[src/rtl/avalon_bus_arbiter.sv]
`default_nettype none
// +--------------------------------------------------------------------+
// | avalon_bus_arbiter: two-master / one-slave Avalon-MM bus arbiter.  |
// | Revision 1.0                                                       |
// +--------------------------------------------------------------------+
module avalon_bus_arbiter #(
  parameter  int ADDR_W      = 32,
  parameter  int DATA_W      = 32,
  parameter  int ROUND_ROBIN = 0,
  parameter  int MAX_HOLD    = 4,
  localparam int BE_W        = DATA_W / 8
) (
  input  logic              clk,
  input  logic              reset,
  input  logic [ADDR_W-1:0] m0_address,
  input  logic              m0_read,
  input  logic              m0_write,
  input  logic [DATA_W-1:0] m0_writedata,
  input  logic [BE_W-1:0]   m0_byteenable,
  output logic              m0_waitrequest,
  output logic [DATA_W-1:0] m0_readdata,
  input  logic [ADDR_W-1:0] m1_address,
  input  logic              m1_read,
  input  logic              m1_write,
  input  logic [DATA_W-1:0] m1_writedata,
  input  logic [BE_W-1:0]   m1_byteenable,
  output logic              m1_waitrequest,
  output logic [DATA_W-1:0] m1_readdata,
  output logic [ADDR_W-1:0] s_address,
  output logic              s_read,
  output logic              s_write,
  output logic [DATA_W-1:0] s_writedata,
  output logic [BE_W-1:0]   s_byteenable,
  input  logic              s_waitrequest,
  input  logic [DATA_W-1:0] s_readdata,
  output logic [1:0]        grant,
  output logic              busy
);

  localparam int HC_W = $clog2(MAX_HOLD) + 1;

  typedef enum logic [1:0] {
    IDLE = 2'd0,
    GNT0 = 2'd1,
    GNT1 = 2'd2
  } state_t;

  state_t            state_q, state_d;
  logic [1:0]        grant_q, grant_d;
  logic              busy_q, busy_d;
  logic [HC_W-1:0]   hold_cnt_q, hold_cnt_d;
  logic              last_q, last_d;

  logic              req0, req1;
  logic              own_req, oth_req, oth_idx;
  state_t            oth_state;
  logic [HC_W:0]     hold_next;
  logic              hold_hit;

  assign req0      = m0_read | m0_write;
  assign req1      = m1_read | m1_write;
  assign hold_next = {1'b0, hold_cnt_q} + (HC_W+1)'(1);
  assign hold_hit  = hold_next >= (HC_W+1)'(MAX_HOLD);

  always_comb begin
    own_req    = (state_q == GNT1) ? req1 : req0;
    oth_req    = (state_q == GNT1) ? req0 : req1;
    oth_state  = (state_q == GNT1) ? GNT0 : GNT1;
    oth_idx    = (state_q == GNT0);
    state_d    = state_q;
    hold_cnt_d = hold_cnt_q;
    last_d     = last_q;
    unique case (state_q)
      IDLE: begin
        // On a tie m0 wins unless round-robin says m0 went last.
        if (req0 && (!req1 || ROUND_ROBIN == 0 || last_q)) begin
          state_d    = GNT0;
          hold_cnt_d = '0;
          last_d     = 1'b0;
        end else if (req1) begin
          state_d    = GNT1;
          hold_cnt_d = '0;
          last_d     = 1'b1;
        end
      end
      GNT0, GNT1: begin
        if (!own_req) begin
          hold_cnt_d = '0;
          if (oth_req) begin
            state_d = oth_state;
            last_d  = oth_idx;
          end else begin
            state_d = IDLE;
          end
        end else if (!s_waitrequest) begin
          if (oth_req && hold_hit) begin
            state_d    = oth_state;
            hold_cnt_d = '0;
            last_d     = oth_idx;
          end else if (oth_req) begin
            hold_cnt_d = hold_next[HC_W-1:0];
          end
        end
      end
      default: begin
        state_d    = IDLE;
        hold_cnt_d = '0;
      end
    endcase
    grant_d = {state_d == GNT1, state_d == GNT0};
    busy_d  = |grant_d;
  end

  always_ff @(posedge clk or posedge reset) begin
    if (reset) begin
      state_q    <= IDLE;
      grant_q    <= 2'b00;
      busy_q     <= 1'b0;
      hold_cnt_q <= '0;
      last_q     <= 1'b1;
    end else begin
      state_q    <= state_d;
      grant_q    <= grant_d;
      busy_q     <= busy_d;
      hold_cnt_q <= hold_cnt_d;
      last_q     <= last_d;
    end
  end

  // Slave side decodes from state only, so reset kills the strobes at once.
  always_comb begin
    s_address      = '0;
    s_read         = 1'b0;
    s_write        = 1'b0;
    s_writedata    = '0;
    s_byteenable   = '0;
    m0_waitrequest = 1'b1;
    m1_waitrequest = 1'b1;
    if (state_q == GNT0) begin
      s_address      = m0_address;
      s_read         = m0_read;
      s_write        = m0_write;
      s_writedata    = m0_writedata;
      s_byteenable   = m0_byteenable;
      m0_waitrequest = s_waitrequest;
    end else if (state_q == GNT1) begin
      s_address      = m1_address;
      s_read         = m1_read;
      s_write        = m1_write;
      s_writedata    = m1_writedata;
      s_byteenable   = m1_byteenable;
      m1_waitrequest = s_waitrequest;
    end
  end

  assign m0_readdata = s_readdata;
  assign m1_readdata = s_readdata;
  assign grant       = grant_q;
  assign busy        = busy_q;

endmodule
`default_nettype wire

[config.mk]
export PLATFORM = sky130hd
export DESIGN_NAME = avalon_bus_arbiter
export DESIGN_NICKNAME = d
export VERILOG_FILES = /design/src/rtl/avalon_bus_arbiter.sv
export SDC_FILE = /design/constraint.sdc
export NUM_CORES = 1
export LEC_CHECK = 0
export BUFFER_PORTS_ARGS = -buffer_cell sky130_fd_sc_hd__buf_4
export CORE_AREA = 5 5 120 122
export CTS_CLUSTER_SIZE = 8
export DETAILED_ROUTE_END_ITERATION = 12
export DIE_AREA = 0 0 125 127
export GPL_TIMING_DRIVEN = 0
export PLACE_DENSITY_LB_ADDON = 0.2
export REMOVE_ABC_BUFFERS = 1
export SKIP_LAST_GASP = 1
export SLEW_MARGIN = 30
export SYNTH_ARGS = -nofsm -noshare
export SYNTH_HDL_FRONTEND = slang
export SYNTH_SLANG_ARGS = --single-unit
[constraint.sdc]
create_clock -name clk -period 4.8 [get_ports clk]
set_clock_uncertainty 0.15 [all_clocks]
set_input_delay 0.72 -clock clk [delete_from_list [all_inputs] [get_ports clk]]
set_output_delay 0.72 -clock clk [all_outputs]
set_load 0.01 [all_outputs]
==> flow_summary_export.csv <==
group,metric,value,unit
outcome,status,"finished, final reports clean",
sta,max_slew.worst_pin.slew,512.0,ps
setup_path,cp.arrival,2550,ps
pwr,ir_drop,0.3003,mV
setup_path,crit_fanout,29,
clock_tree,clk_path_buf_depth,2,
cells_and_area,post-route-cell-area,3218,µm²
cells_and_area,area_growth,84.51,%
sta,fin_crit_sh,71.29,%
yosys,synth_warnings,0,
cells_and_area,n_antenna_cell,0,
detailed_routing,wl_per_cell,21.39,µm
sta,timing.fmax,0.2922,GHz
setup_path,critPathCaptureType,"primary output",
global_route,track_usage,12.71,%
detailed_routing,route.antenna.remaining_nets,0,
yosys,synth-seq-cells,8,
placed_design,pre_cts_slack,1636,ps
yosys,synth_cells,215,
clock_tree,clkLatencyLatePin,230,ps
cells_and_area,finalNonFillerCells,533,
detailed_routing,vias,2236,
global_route,grt_pass1_wl,15720,µm
cells_and_area,final_common_cell,"buf_4",
yosys,syn_area,1744,µm²
global_route,grt_antenna_before_repair,0,
die,design.core.area,13090,µm²
detailed_routing,dr.first_iter.drc_count,111,
pwr,leakage,1.652,nW
die,initial_utilization,13.33,%
setup_path,reg2reg_depth,8,
cells_and_area,multiInputGateArea,992.2,µm²
placed_design,io_buffer_count,217,
clock_tree,hold_buffers,0,
detailed_routing,first_pass_iters,4,
detailed_routing,vias_per_cell,4.195,
setup_path,rr_endpoint,"busy$_DFF_PP0_",
sta,setup_ws,1378,ps
placed_design,place_area,3143,µm²
cells_and_area,post-route-util,24.59,%
setup_path,r2r_start,"state_q[0]$_DFF_PP0_",
clock_tree,post_cts_resized,0,
clock_tree,clock_sinks,8,
cells_and_area,layout_common_cells,"217 x buf_4, 70 x a22o_1, 8 x dfrtp_1",
yosys,synth_cell_types,31,
sta,hold_violations,0,
placed_design,dp_cells,530,
cells_and_area,ff_latch_area,200.2,µm²
clock_tree,cts_tree,"yes",
global_route,grt_max_degree,63,
clock_tree,cts_max_level,1,
die,rows,42,
cells_and_area,fill_cells,1450,
hold_path,hp-class,"input port to async pin",
sta,finalSetupViolations,0,
sta,rsz0062_at_grt,"no",
clock_tree,cts_setup_buffers,0,
setup_path,startpoint_type,"flop",
sta,finalSetupTns,0,ps
setup_path,crit_type,"flop to primary output",
pwr,powerDensity,504.2,nW/µm²
cells_and_area,drive_gt1_share,64.43,%
global_route,grt_pass1_vias,2278,
sta,slew_violations,0,
detailed_routing,routed_wl,11400,µm
setup_path,required,3930,ps
placed_design,place_congestion,0.7947,
clock_tree,numCtsBuffers,3,
cells_and_area,layout.nets,541,
yosys,synth-seq-area-share,11.48,%
clock_tree,root_buffer,"clkbuf_16",
yosys,syn_area_per_cell,8.112,µm²
detailed_routing,drc,0,
sta,slew_headroom,64.98,%
die,die_y,127,µm
flow_run,drv_cap,0,
die,die_w,125,µm
die,die-area,15880,µm²
global_route,grt_overflow,0,
placed_design,dp_hpwl,9625,µm
clock_tree,clk_pin_slew,40,ps
sta,period_minus_slack,3422,ps
setup_path,reg2reg_slack,2260,ps
die,io_pins,314,
-- registers in the layout, indices dropped and copies added (netlist names) --
signal,flops
state_q,2
busy,1
grant,2
hold_cnt_q,3
-- how the worst max path moves through the flow --
| stage | from | end | slack, ps |
|---|---|---|---|
| 2_1_floorplan | state_q[0]$_DFF_PP0_ | s_read | -240 |
| 3_3_place_gp | state_q[1]$_DFF_PP0_ | s_address[16] | -2300 |
| 3_5_place_dp | state_q[0]$_DFF_PP0_ | s_address[23] | 1640 |
| 4_1_cts | state_q[0]$_DFF_PP0_ | s_address[23] | 1380 |
| 5_1_grt | state_q[0]$_DFF_PP0_ | s_address[23] | 1230 |
| 6_report | state_q[0]$_DFF_PP0_ | s_address[23] | 1380 |
-- stage by stage --
| stage | power [mW] | hold WS [ps] |
|---|---|---|
| 2_1_floorplan | 0.7658 | 326.9 |
| 3_3_place_gp | 1.457 | 366.6 |
| 3_5_place_dp | 1.499 | 362.2 |
| 4_1_cts | 1.645 | 302.0 |
| 5_1_grt | 1.728 | 328.0 |
| 6_report | 1.622 | 286.0 |
-- cells in the mapped netlist, drive strengths merged --
cell,n,area (µm²)
a2111oi,2,17.52
a211o,1,8.760
a21oi,2,10.01
a22o,70,613.1
a2bb2oi,1,8.760
a31oi,1,6.260
and2,2,15.02
and3,1,6.260
buf,71,515.5
clkbuf,10,37.54
dfrtp,8,200.2
ha,7,87.58
inv,5,18.77
mux2,1,11.26
mux2i,1,10.01
nand2,5,18.77
nand2b,3,18.77
nand3,4,20.02
nor2,5,18.77
nor2b,2,12.51
nor3,1,5.000
nor4b,1,8.760
o2111ai,1,8.760
o211ai,1,7.510
o21a,1,7.510
o21ai,4,20.02
or2,2,12.51
or4,2,18.77
-- layer usage --
layer  vias to the layer above  GRT usage [%]  share of wire [%]
met5                         -          5.882               0.78
met4                         4          1.276               0.17
met3                         6          7.763                 12
met2                       148          19.96                 47
met1                      1049          15.02                 39
li1                       1029              -                  -
-- report_power, final --
group	internal (mW)	leakage [nW]	switching [mW]
combinational	0.717	1.51	0.651
sequential	0.0947	0.104	0.0226
clock	0.107	0.0370	0.0305
total	0.919	1.65	0.704
-- cells by family after synthesis --
family	synth area share, %
buf+inv	32.78
fa+ha+maj	5.021
flops	11.48
compound gates	40.60
simple gates	8.896
mux	1.219
-- final cells by class --
class	instances	area share [%]
well taps	176	6.843
inverters	5	0.5832
repair buffers	220	53.19
flip-flops and latches	8	6.221
multi-input cells	121	30.83
clock buffers	3	2.333
-- worst max-delay path: stages (launching register included) --
cell and delay (ps):
dfrtp_1 460, inv_1 130, ha_1 470, nor2b_4 510, buf_16 240, buf_16 190, a22o_1 170, buf_4 130
No activity file was read; power rests on OpenSTA's default activity.
